$ cat src/rtl/mips_mem_pkg.sv
// Shared encodings for the fetch/data memory port: access sizes, arbiter FSM states
// and the default byte-address width of the 512x8 memory.
package mips_mem_pkg;

  localparam int ADDR_W_DEF = 9;

  localparam logic [1:0] SZ_BYTE = 2'b00;
  localparam logic [1:0] SZ_HALF = 2'b01;
  localparam logic [1:0] SZ_WORD = 2'b10;

  typedef enum logic [1:0] {
    ST_IDLE = 2'd0,
    ST_XFER = 2'd1,
    ST_RESP = 2'd2
  } state_e;

  // Size code 2'b11 is an alias for a word access.
  function automatic logic [2:0] size_beats(input logic [1:0] sz);
    case (sz)
      SZ_BYTE: size_beats = 3'd1;
      SZ_HALF: size_beats = 3'd2;
      default: size_beats = 3'd4;
    endcase
  endfunction

endpackage

$ cat src/rtl/mem_byte_serializer.sv
// Splits one access into big-endian byte beats on the byte-wide memory;
// owns the beat counter, address increment, read assembly and write lane select.
import mips_mem_pkg::*;

module mem_byte_serializer #(
  parameter int ADDR_W = ADDR_W_DEF
) (
  input  logic              clk,
  input  logic              clr,
  input  logic              start_i,
  input  logic              xfer_i,
  input  logic [ADDR_W-1:0] addr_i,
  input  logic              we_i,
  input  logic [31:0]       wdata_i,
  input  logic [2:0]        nbeats_i,
  input  logic [7:0]        mem_rdata_i,
  output logic [ADDR_W-1:0] mem_addr_o,
  output logic              mem_we_o,
  output logic [7:0]        mem_wdata_o,
  output logic              last_o,
  output logic              we_o,
  output logic [31:0]       asm_nxt_o
);

  logic [ADDR_W-1:0] base_q;
  logic              we_q;
  logic [31:0]       wdata_q;
  logic [2:0]        nbeats_q;
  logic [1:0]        beat_q;
  logic [23:0]       asm_q;
  logic [1:0]        lane;
  logic [7:0]        wbyte;

  always_ff @(posedge clk) begin
    if (clr) begin
      base_q   <= '0;
      we_q     <= 1'b0;
      wdata_q  <= '0;
      nbeats_q <= '0;
      beat_q   <= '0;
      asm_q    <= '0;
    end else if (start_i) begin
      base_q   <= addr_i;
      we_q     <= we_i;
      wdata_q  <= wdata_i;
      nbeats_q <= nbeats_i;
      beat_q   <= '0;
      asm_q    <= '0;
    end else if (xfer_i) begin
      beat_q   <= beat_q + 2'd1;
      asm_q    <= asm_nxt_o[23:0];
    end
  end

  // Earlier bytes are more significant; zero-seeded so short reads come out zero-extended.
  assign asm_nxt_o = {asm_q, mem_rdata_i};

  assign lane = 2'(nbeats_q - 3'd1 - {1'b0, beat_q});

  always_comb begin
    wbyte = 8'h00;
    case (lane)
      2'd0: wbyte = wdata_q[7:0];
      2'd1: wbyte = wdata_q[15:8];
      2'd2: wbyte = wdata_q[23:16];
      2'd3: wbyte = wdata_q[31:24];
      default: wbyte = 8'h00;
    endcase
  end

  assign last_o      = xfer_i & ({1'b0, beat_q} == (nbeats_q - 3'd1));
  assign mem_addr_o  = xfer_i ? (base_q + ADDR_W'(beat_q)) : '0;
  assign mem_we_o    = xfer_i & we_q;
  assign mem_wdata_o = (xfer_i & we_q) ? wbyte : 8'h00;
  assign we_o        = we_q;

endmodule

$ cat src/rtl/mem_port_arbiter.sv
// Shares the byte-wide memory between fetch and MEM stage: data port has priority
// until fetch has lost STARVE_MAX arbitrations in a row.
import mips_mem_pkg::*;

module mem_port_arbiter #(
  parameter int ADDR_W     = ADDR_W_DEF,
  parameter int STARVE_MAX = 2
) (
  input  logic              clk,
  input  logic              clr,
  input  logic              if_req,
  input  logic [ADDR_W-1:0] if_addr,
  output logic              if_ack,
  output logic [31:0]       if_rdata,
  input  logic              dm_req,
  input  logic              dm_we,
  input  logic [1:0]        dm_size,
  input  logic [ADDR_W-1:0] dm_addr,
  input  logic [31:0]       dm_wdata,
  output logic              dm_ack,
  output logic [31:0]       dm_rdata,
  output logic [ADDR_W-1:0] mem_addr,
  output logic              mem_we,
  output logic [7:0]        mem_wdata,
  input  logic [7:0]        mem_rdata,
  output logic              stall
);

  localparam int SW = (STARVE_MAX < 1) ? 1 : $clog2(STARVE_MAX + 1);

  state_e      state_q;
  logic [SW-1:0] starve_q;
  logic        win_dm_q;
  logic        if_ack_q, dm_ack_q;
  logic [31:0] if_rdata_q, dm_rdata_q;

  logic        start, grant_dm, last, xfer_we;
  logic [31:0] asm_nxt;

  assign start    = (state_q == ST_IDLE) & (if_req | dm_req);
  assign grant_dm = dm_req & ~(if_req & (starve_q == SW'(STARVE_MAX)));

  always_ff @(posedge clk) begin
    if (clr) begin
      state_q    <= ST_IDLE;
      starve_q   <= '0;
      win_dm_q   <= 1'b0;
      if_ack_q   <= 1'b0;
      dm_ack_q   <= 1'b0;
      if_rdata_q <= '0;
      dm_rdata_q <= '0;
    end else begin
      if_ack_q <= 1'b0;
      dm_ack_q <= 1'b0;
      if (!if_req) starve_q <= '0;
      case (state_q)
        ST_IDLE: if (start) begin
          win_dm_q <= grant_dm;
          state_q  <= ST_XFER;
          if (grant_dm && if_req) starve_q <= starve_q + SW'(1);
          else if (!grant_dm)     starve_q <= '0;
        end
        ST_XFER: if (last) begin
          state_q <= ST_RESP;
          // Capture the fully shifted word so rdata is valid alongside the ack.
          if (win_dm_q) begin
            dm_ack_q <= 1'b1;
            if (!xfer_we) dm_rdata_q <= asm_nxt;
          end else begin
            if_ack_q   <= 1'b1;
            if_rdata_q <= asm_nxt;
          end
        end
        ST_RESP: state_q <= ST_IDLE;
        default: state_q <= ST_IDLE;
      endcase
    end
  end

  mem_byte_serializer #(.ADDR_W(ADDR_W)) u_ser (
    .clk         (clk),
    .clr         (clr),
    .start_i     (start),
    .xfer_i      (state_q == ST_XFER),
    .addr_i      (grant_dm ? dm_addr : if_addr),
    .we_i        (grant_dm & dm_we),
    .wdata_i     (dm_wdata),
    .nbeats_i    (grant_dm ? size_beats(dm_size) : 3'd4),
    .mem_rdata_i (mem_rdata),
    .mem_addr_o  (mem_addr),
    .mem_we_o    (mem_we),
    .mem_wdata_o (mem_wdata),
    .last_o      (last),
    .we_o        (xfer_we),
    .asm_nxt_o   (asm_nxt)
  );

  assign if_ack   = if_ack_q;
  assign dm_ack   = dm_ack_q;
  assign if_rdata = if_rdata_q;
  assign dm_rdata = dm_rdata_q;
  assign stall    = (if_req & ~if_ack) | (dm_req & ~dm_ack);

endmodule

$ cat config.mk
export PLATFORM = sky130hd
export DESIGN_NAME = mem_port_arbiter
export DESIGN_NICKNAME = d
export VERILOG_FILES = /design/src/rtl/mips_mem_pkg.sv /design/src/rtl/mem_byte_serializer.sv /design/src/rtl/mem_port_arbiter.sv
export SDC_FILE = /design/constraint.sdc
export NUM_CORES = 1
export LEC_CHECK = 0
export CAP_MARGIN = 20
export CORE_UTILIZATION = 50
export CTS_CLUSTER_SIZE = 25
export DETAILED_ROUTE_END_ITERATION = 6
export PLACE_DENSITY_LB_ADDON = 0.12
export SLEW_MARGIN = 20
export SYNTH_ARGS = -nofsm -noshare
export SYNTH_HDL_FRONTEND = slang
export SYNTH_SLANG_ARGS = --single-unit
export TNS_END_PERCENT = 50
$ cat constraint.sdc
create_clock -name clk -period 4.64 [get_ports clk]
set_clock_uncertainty 0.2 [all_clocks]
set_input_delay 0.928 -clock clk [delete_from_list [all_inputs] [get_ports clk]]
set_output_delay 0.928 -clock clk [all_outputs]
set_load 0.01 [all_outputs]
* Yosys cells after proc, flatten, opt, wreduce, memory -nomap -nowiden
Index checks and enable logic that the tools add are counted.
** Storage, ports and cells
- Bits in registers :: 142
- Bits in latches :: 0
- RAM bits :: 0
- ROM bits :: 0
- Input port bits :: 65
- Output and inout port bits :: 85
- Logic and storage cells :: 70
- Memories :: 0
** Operators by class
- Add/subtract/negate cells :: 5
- Multipliers :: 0
- Div/mod/pow operators :: 0
- $lt $le $gt $ge :: 0
- Equal/unequal tests :: 9
- Shift-type cells :: 0
- Mux-type cells :: 16
- Bitwise operators :: 17
- Reductions and logical operators :: 10
** Operator list (count)
- $pmux 8 s4 :: 1
- $mux 9 :: 2
- $mux 2 :: 7
- $add 9x2->9 :: 1
- $and 1x1->1 :: 8
- $mux 8 :: 1
- $not 1->1 :: 7
- $eq 2x1->1 const B :: 3
- $eq 2x2->1 const B :: 3
- $logic_not 2->1 :: 3
- $pmux 3 s2 :: 1
- $add 2x1->2 const B :: 2
- $ne 2x2->1 const B :: 2
- $pmux 2 s2 :: 1
- $reduce_and 2->1 :: 2
- $reduce_and 4->1 :: 1
- $eq 2x3->1 :: 1
- $mux 3 :: 1
- $reduce_and 3->1 :: 1
- $reduce_or 3->1 :: 1
- $sub 3x1->3 const B :: 1
- $mux 1 :: 2
- $or 1x1->1 :: 2
- $reduce_or 2->1 :: 1
- 2 further kinds :: 2

* Longest topological paths before layout
Gate-level depths: netlist of run 1.
- Word-level depth :: 8
- Depth in mapped cells :: 8
- Gate-level depth less buffers :: 6

* Cells and area by module
Synthesis of run 1 repeated with hierarchy kept, for this count alone.
** Unflattened totals
- Cell total of the unflattened synthesis :: 639
- Area total of the unflattened synthesis :: 6120.9 um2
** By module, submodules not included
- mem_byte_serializer :: instances 1, cells each 307, area an instance 3139.3 um2, sequential area each 1421.4 um2
- mem_port_arbiter :: instances 1, cells each 332, area an instance 2981.6 um2, sequential area each 1421.4 um2

* Least setup slack after synthesis of run 1
OpenSTA, ideal clock, no wires.
- Path type :: register -> output
- Start :: register u_ser.nbeats_q[0]
- End :: output port mem_wdata[0]
- Arrival :: 1.943 ns
- Required time :: 3.512 ns
- Setup slack :: 1.569 ns
- Stages on the path, launching flop included :: 7
- Path buffers :: 0
- Path through :: dfxtp_1 -> inv_1 -> ha_1 -> xor2_2 -> xnor2_4 -> mux4_2 -> and2_1
** Between the ends
- Cells in the longest elaborated chain, start to end :: 5
- Elaborated cells on any way between the ends :: 8
- Classes of those cells :: 2 x add/sub; 3 x eq/ne; 2 x mux; 1 x reduce/logical
** Ends and longest elaborated chain
- start, declared :: line mem_byte_serializer.sv:28 : logic [2:0] nbeats_q;
- start signal, assigned :: line mem_byte_serializer.sv:46 : nbeats_q <= nbeats_i;
- $sub 3x1->3 (*) :: line mem_byte_serializer.sv:58 : assign lane = 2'(nbeats_q - 3'd1 - {1'b0, beat_q});
- $sub 2x2->2 (*) :: line mem_byte_serializer.sv:58
- $eq 2x2->1, or another cell as far along :: line mem_byte_serializer.sv:62 : case (lane)
- $pmux 8 s4 (*) :: line mem_byte_serializer.sv:62
- $mux 8 (*) :: line mem_byte_serializer.sv:74 : assign mem_wdata_o = (xfer_i & we_q) ? wbyte : 8'h00;
- end, declared :: line mem_port_arbiter.sv:24 : output logic [7:0] mem_wdata,
Mark *: on every way between the ends. The rest lies on a longest branch, timed or not.

* Final worst setup path of run 1
- Start :: register u_ser.nbeats_q[0]
- End :: output port mem_wdata[6]
The elaborated chain is that of the path after synthesis.

==> results of run 1 <==
Yosys cell counts (4+ instances only):
cell type  instances
a21oi_1           58
dfxtp_1          142
nand2_1          116
o2bb2ai_1          9
ha_1               5
nand3_1            4
and2_1            12
nor3_1             5
xnor2_1            5
xor2_1             4
buf_2              6
nor2_1            47
clkbuf_1          32
a22o_1            34
mux4_2             8
inv_1              5
mux2i_1           41
cells in the final DEF (no fill, tap or decap), types with 2 or more instances in the layout:
| cell type | count |
|---|---|
| a22o_1 | 34 |
| dfxtp_1 | 142 |
| clkbuf_1 | 6 |
| xnor2_1 | 5 |
| inv_1 | 5 |
| a21oi_1 | 58 |
| clkdlybuf4s50_1 | 148 |
| mux4_2 | 8 |
| o21ai_0 | 3 |
| nand2_1 | 116 |
| clkinv_2 | 4 |
| nor2_1 | 46 |
| o2bb2ai_1 | 9 |
| nor3_1 | 5 |
| and2_1 | 12 |
| nand2b_1 | 2 |
| ha_1 | 5 |
| mux2i_1 | 41 |
| clkbuf_8 | 3 |
| buf_4 | 7 |
| nand3_1 | 4 |
| bufinv_16 | 3 |
| xor2_1 | 4 |
| nor2b_1 | 2 |
| nand4_1 | 3 |
| clkbuf_16 | 16 |
cell type report:
type / count / area, um2
inverter: 5 / 18.77
fill: 796 / 2873
tap: 136 / 170.2
clock buffer: 25 / 464.2
sequential: 142 / 2843
clock inverter: 7 / 110.1
timing repair buffer: 156 / 1539
multi-input combinational: 378 / 2399
power breakdown:
group | internal (uW) | leakage, uW | total, uW | switching (uW)
clock | 844 | 0.000284 | 1330 | 485
combinational | 143 | 0.00154 | 283 | 141
sequential | 1270 | 0.00115 | 1310 | 39.3
metrics by stage:
| stage | setup WS, ns | std cells | power (uW) | util | hold slack, ns |
|---|---|---|---|---|---|
| floorplan | 1.569 | 565 | 1490 | - | 0.2363 |
| detailed placement | 0.9320 | 817 | 1612 | 0.6691 | 0.2496 |
| global route | 0.2233 | 849 | 3025 | 0.7242 | 0.2644 |
| finish | 0.4151 | 849 | 2921 | 0.7242 | 0.2530 |
| CTS | 0.3580 | 849 | 2934 | 0.7242 | 0.2574 |
| global placement | 1.000 | 817 | 1604 | 0.6689 | 0.2424 |
final timing paths:
kind                     start           end  slack, ns  depth (start not counted)
min reg2reg       if_rdata[28]  if_rdata[28]       0.25                          2
max reg2reg    u_ser.beat_q[0]   if_rdata[8]       2.24                          5
max          u_ser.nbeats_q[0]  mem_wdata[6]       0.42                          7
min               if_rdata[28]  if_rdata[28]       0.25                          2
routing by layer:
layer	vias up	GRT usage	share of wire	wire length, um
li1	2203	-	-	-
met1	2189	0.3082	0.44	5934
met2	174	0.4225	0.48	6548
met3	19	0.07296	0.063	856
met4	0	0.09821	0.014	187
met5	-	0	0	0
sequential cells by signal, indices dropped and copies added, names as in the netlist:
register / cells
state_q: 2
if_rdata: 32
u_ser.beat_q: 2
if_ack: 1
u_ser.nbeats_q: 3
u_ser.asm_q: 24
u_ser.base_q: 9
u_ser.wdata_q: 32
dm_ack: 1
win_dm_q: 1
starve_q: 2
dm_rdata: 32
u_ser.we_o: 1
kinds of logic (layout without fill, tap and decap cells):
logic type,after synthesis,count (layout),synth area share
simple gates,203,203,0.1599
flops,142,142,0.5264
compound gates,108,108,0.1316
mux,50,50,0.1114
buf+inv,45,193,0.03267
xor+xnor,11,11,0.02271
fa+ha+maj,6,6,0.01529
worst max-delay path: stages (launching register included):
cell and delay, ns:
dfxtp_1 0.34, inv_1 0.06, ha_1 0.32, xor2_2 0.21, xnor2_4 0.43, mux4_2 0.57
and2_1 0.18, clkdlybuf4s50_1 0.47
==> flow_summary.yaml, run 1 <==
yosys:
  synth_edf_count: 0
  avgSynthCellArea_um2: 9.558
  yosysWarnings: 0
  synth_top_cell_area_share: 0.5264
  synth_cell_types: 40
  synth_area_um2: 5400
  ys_seq_elements: 142
  synthArstFlopShare: 0
  synth_largest_area_cell: "dfxtp_1"
  syn_nets: 636
  synth_area_leaders: "dfxtp_1 53%, nand2_1 8.1%, mux2i_1 7.6%"
  netlist_instances: 565
  yosysSeqAreaShare: 0.5264
  ys.flop_type: "dfxtp_1"
cts:
  h-tree-depth: 4
  cts_root_buffer: "clkbuf_8"
  clockBufferDepth: 2
  clkTransAtPathRegs_ns: 0.06
  cts.sinks: 142
  cts_resized: 0
  post-cts-setup-buffers: 0
  cts_hold_buf: 0
  cts_made_buffers: 17
  cts_tree: "yes"
  clock_latency_ns: 0.52
global_routing:
  track_usage: 0.2531
  grt_max_degree: 73
  grt_overflow: 0
  grt_pass1_vias: 4565
  grt_pass1_wl_um: 22120
  antenna_found_initial: 0
cells_and_area:
  finalNetCount: 771
  drive_above_1_share: 0.07013
  final_area_um2: 7543
  n_antenna_cell: 0
  area_growth_pct: 39.69
sta:
  fin_tns_setup_ns: 0
  slew_headroom: 0.3050
  finalCriticalPeriod_ns: 4.225
  worst_pin_slew_ns: 1.040
  rsz0062_at_grt: "no"
  post-route-period-util: 0.9105
  hold_viol_final: 0
  fmax_ghz: 0.2367
  setup_viol: 0
  report.final.slew_viol_count: 0
power_and_ir_drop:
  peakVddDrop_mv: 0.2988
  p_per_area_nw_per_um2: 387.2
  p_leak_uw: 0.002974
die:
  initial_core_util: 0.5184
  coreArea_um2: 10420
  num_io_pins: 150
  num_rows: 37
  die_w_um: 105.9
  dieArea_um2: 11220
  die_height_um: 105.9
drt:
  vias: 4585
  drc: 0
  ant_nets: 0
  firstDrtPassIters: 4
  wire_per_inst_um: 15.93
  vias_per_cell: 5.400
  wl_um: 13530
  drt-initial-drc-count: 214
setup_path:
  cp-end-kind: "primary output"
  crit_arrival_ns: 3.10
  crit_required_ns: 3.51
  crit_type: "reg2out"
  crit_fanout: 8
  cp-start-kind: "flop"
place:
  hpwl_um: 8779
  port-buffer-count: 149
  gp_congestion: 0.7784
  placed_area_um2: 6969
hold_path:
  min_path_type: "reg2reg"
flow_run:
  maxCapViolCount: 0
run_status:
  status: "completed"
No activity file was read; power rests on OpenSTA's default activity.
==> run 2: changes to the inputs <==
--- a/config.mk
+++ b/config.mk
@@ -9,7 +9,7 @@
 export CORE_UTILIZATION = 50
 export CTS_CLUSTER_SIZE = 25
 export DETAILED_ROUTE_END_ITERATION = 6
-export PLACE_DENSITY_LB_ADDON = 0.12
+export PLACE_DENSITY_LB_ADDON = 0.25
 export SLEW_MARGIN = 20
 export SYNTH_ARGS = -nofsm -noshare
 export SYNTH_HDL_FRONTEND = slang
==> flow_summary.yaml, run 2 (synthesized netlist as in run 1, its figures left out) <==
global_routing:
  antenna_found_initial: 0
  track_usage: 0.2553
  grt_max_degree: 51
  grt_pass1_wl_um: 22280
  grt_overflow: 0
  grt_pass1_vias: 4579
setup_path:
  crit_fanout: 8
  cp-start-kind: "flop"
  cp-end-kind: "primary output"
  crit_required_ns: 3.51
  slowest_delay_ns: 0.56
  cpLargestDelayFamily: "XOR/XNOR gates"
  crit_arrival_ns: 3.10
  crit_type: "reg2out"
  crit_chain: "inv_1 > ha_1 > xor2_2 > xnor2_4 > mux4_2 > and2_1 > clkdlybuf4s50_1"
  crit_buf_inv: 2
  slowest_stage: "mux4_2"
sta:
  worst_pin_slew_ns: 0.8729
  rsz0062_at_grt: "no"
  slew_headroom: 0.4163
  report.final.slew_viol_count: 0
  hold_viol_final: 0
  fmax_ghz: 0.2364
  finalCriticalPeriod_ns: 4.229
  fin_tns_setup_ns: 0
  post-route-period-util: 0.9115
  setup_viol: 0
  worst_slack_ns: 0.4105
place:
  port-buffer-count: 149
  gp_congestion: 0.8000
  dpl_worst_slack_ns: 0.9574
  placed_area_um2: 6972
  hpwl_um: 9008
cells_and_area:
  drive_above_1_share: 0.07843
  final_cell_mix: "148 x clkdlybuf4s50_1, 142 x dfxtp_1, 116 x nand2_1, 58 x a21oi_1, 46 x nor2_1"
  finalNetCount: 772
  final_common_cell: "clkdlybuf4s50_1"
  area_growth_pct: 39.04
  final_area_um2: 7508
  n_antenna_cell: 0
die:
  num_rows: 37
  dieArea_um2: 11220
  coreArea_um2: 10420
  die_height_um: 105.9
  num_io_pins: 150
  initial_core_util: 0.5184
  die_w_um: 105.9
power_and_ir_drop:
  p_per_area_nw_per_um2: 372.9
  p_leak_uw: 0.002953
  internal_power_uw: 2120
  p_sw_frac: 0.2427
  pwr-share-clk: 0.432
  pwr-share-seq: 0.467
  p_switching_uw: 679.6
  peakVddDrop_mv: 0.2292
  p_comb_frac: 0.101
cts:
  clkTransAtPathRegs_ns: 0.06
  h-tree-depth: 4
  cts_made_buffers: 17
  cts.sinks: 142
  clock_latency_ns: 0.53
  cts_resized: 0
  cts_hold_buf: 0
  post-cts-setup-buffers: 0
  clockBufferDepth: 2
  cts_tree: "yes"
  cts_root_buffer: "clkbuf_8"
drt:
  drt-initial-drc-count: 189
  vias_per_cell: 5.331
  wire_per_inst_um: 15.90
  vias: 4531
  ant_nets: 0
  firstDrtPassIters: 4
  wl_um: 13520
  drc: 0
flow_run:
  maxCapViolCount: 0
run_status:
  status: "completed"
hold_path:
  min_path_type: "reg2reg"
run 2: worst register-to-register path, stage by stage, from the launching register on:
cell and delay, ns:
dfxtp_1 0.33, inv_1 0.06, ha_1 0.32, xor2_2 0.34
nand4_1 0.77, buf_4 0.56, mux2i_1 0.22, nor2_1 0.06
run 2: worst paths after layout:
check | from | endpoint | slack (ns) | cells after the start
hold reg to reg | if_rdata[20] | if_rdata[20] | 0.25 | 2
setup / recovery | u_ser.nbeats_q[0] | mem_wdata[4] | 0.41 | 7
hold / removal | if_rdata[20] | if_rdata[20] | 0.25 | 2
setup reg to reg | u_ser.nbeats_q[0] | dm_rdata[20] | 1.64 | 7
run 2: per-stage QoR:
stage / total power (uW) / util / cells / hold slack (ns)
floorplan: 1490 / - / 565 / 0.2363
global placement: 1603 / 0.6692 / 818 / 0.2431
detailed placement: 1613 / 0.6693 / 818 / 0.2470
CTS: 2811 / 0.7208 / 850 / 0.2548
global route: 2911 / 0.7208 / 850 / 0.2768
finish: 2800 / 0.7208 / 850 / 0.2535
run 2: area by class of cell:
| cell class | instances | area, um2 |
|---|---|---|
| fillers | 779 | 2908 |
| flip-flops and latches | 142 | 2843 |
| multi-input cells | 378 | 2394 |
| repair buffers | 157 | 1546 |
| clock buffers | 22 | 473.0 |
| well taps | 136 | 170.2 |
| clock inverters | 10 | 63.81 |
| inverters | 5 | 18.77 |
run 2: metal layers:
metal  GRT usage  up-vias  wire length [um]
met2      0.4169      135              6600
met5           0        -                 0
met1      0.3213     2174              5919
met4     0.08730        0               172
met3     0.07725       15               823
li1            -     2207                 -
run 2: power groups by stage:
stage	clock, uW	combinational (uW)	sequential (uW)
6_report	1210	284	1310
3_5_place_dp	0	281	1330
4_1_cts	1220	285	1310
5_1_grt	1290	310	1310
2_1_floorplan	0	172	1320
3_3_place_gp	0	274	1330
==> run 3: changes to the inputs <==
--- a/config.mk
+++ b/config.mk
@@ -9,7 +9,7 @@
 export CORE_UTILIZATION = 50
 export CTS_CLUSTER_SIZE = 25
 export DETAILED_ROUTE_END_ITERATION = 6
-export PLACE_DENSITY_LB_ADDON = 0.25
+export PLACE_DENSITY = 0.83
 export SLEW_MARGIN = 20
 export SYNTH_ARGS = -nofsm -noshare
 export SYNTH_HDL_FRONTEND = slang
==> flow_summary.yaml, run 3 (synthesized netlist as in run 1, its figures left out) <==
setup_path:
  crit_arrival_ns: 3.09
  slowest_stage: "mux4_2"
  crit_fanout: 8
  slowest_delay_ns: 0.58
  cpLargestDelayFamily: "XOR/XNOR gates"
  cp-end-kind: "primary output"
  crit_buf_inv: 2
  crit_required_ns: 3.51
  crit_chain: "inv_1 > ha_1 > xor2_2 > xnor2_4 > mux4_2 > and2_1 > clkdlybuf4s50_1"
  crit_type: "reg2out"
  cp-start-kind: "flop"
sta:
  report.final.slew_viol_count: 0
  post-route-period-util: 0.9092
  fin_tns_setup_ns: 0
  slew_headroom: 0.4809
  worst_pin_slew_ns: 0.7787
  finalCriticalPeriod_ns: 4.219
  setup_viol: 0
  hold_viol_final: 0
  worst_slack_ns: 0.4213
  rsz0062_at_grt: "no"
  fmax_ghz: 0.2370
place:
  hpwl_um: 9213
  port-buffer-count: 149
  dpl_worst_slack_ns: 0.9495
  gp_congestion: 0.7874
cells_and_area:
  drive_above_1_share: 0.07843
  n_fill_cell: 758
  area_growth_pct: 40.27
  final_common_cell: "clkdlybuf4s50_1"
  n_antenna_cell: 0
  final_cell_mix: "148 x clkdlybuf4s50_1, 142 x dfxtp_1, 116 x nand2_1, 58 x a21oi_1, 46 x nor2_1"
  finalNetCount: 772
global_routing:
  grt_pass1_vias: 4780
  grt_max_degree: 77
  grt_overflow: 0
  track_usage: 0.2641
  grt_pass1_wl_um: 23200
  antenna_found_initial: 0
cts:
  cts_tree: "yes"
  clock_latency_ns: 0.53
  clkTransAtPathRegs_ns: 0.06
  h-tree-depth: 4
  clockBufferDepth: 2
  cts_hold_buf: 0
  cts_root_buffer: "clkbuf_8"
  cts_made_buffers: 17
  cts_resized: 0
  post-cts-setup-buffers: 0
  cts.sinks: 142
flow_run:
  maxCapViolCount: 0
die:
  coreArea_um2: 10420
  num_io_pins: 150
  num_rows: 37
  dieArea_um2: 11220
  die_height_um: 105.9
  die_w_um: 105.9
  initial_core_util: 0.5184
drt:
  drt-met1-wl_um: 5717
  top_layer: "met4"
  wl_um: 13980
  vias: 4660
  drt-initial-drc-count: 280
  ant_nets: 0
  drc: 0
  firstDrtPassIters: 6
  wire_per_inst_um: 16.45
  wl_met3_um: 966
  vias_per_cell: 5.482
  met2_length_um: 7020
run_status:
  status: "completed"
power_and_ir_drop:
  p_per_area_nw_per_um2: 391.8
  peakVddDrop_mv: 0.2297
  p_leak_uw: 0.002994
hold_path:
  min_path_type: "reg2reg"
## run 3: path summary, 6_finish.rpt
path | start | endpoint | slack (ns) | depth (start not counted)
max | u_ser.nbeats_q[0] | mem_wdata[5] | 0.42 | 7
max reg2reg | u_ser.beat_q[0] | if_rdata[28] | 2.17 | 5
min | if_rdata[26] | if_rdata[26] | 0.25 | 2
min reg2reg | if_rdata[26] | if_rdata[26] | 0.25 | 2
## run 3: power breakdown
| group | total [uW] | internal (uW) | switching (uW) |
|---|---|---|---|
| registers | 1310 | 1270 | 41.6 |
| clock network | 1370 | 852 | 522 |
| logic | 284 | 143 | 141 |
| total | 2970 | 2260 | 704 |
## run 3: cell type report
type                    count  area, um2  area share
clock buffers              20      445.4     0.05880
well taps                 136      170.2     0.02246
multi-input cells         378       2394      0.3160
clock inverters            12      157.7     0.02081
inverters                   5      18.77    0.002478
flip-flops and latches    142       2843      0.3753
repair buffers            157       1546      0.2042
## run 3: routing by layer
metal | vias to the layer above | track usage
li1 | 2213 | -
met1 | 2241 | 0.3124
met2 | 181 | 0.4472
met3 | 25 | 0.07603
met4 | 0 | 0.1131
met5 | - | 0
## run 3: worst reg2reg max path, stage by stage (launching register included)
cell	delay, ns
dfxtp_1	0.35
ha_1	0.59
nor2b_1	0.23
and4_2	0.71
nand2_1	0.15
a21oi_1	0.16
## run 3: per-stage QoR
stage	power [uW]	utilization	instance area [um2]	hold slack (ns)	instances
floorplan	1490	-	5400	0.2363	565
global placement	1602	0.6692	6970	0.2427	818
detailed placement	1615	0.6692	6970	0.2473	818
CTS	2975	0.7271	7574	0.2552	850
global route	3062	0.7272	7575	0.2688	850
finish	2968	0.7272	7575	0.2532	850
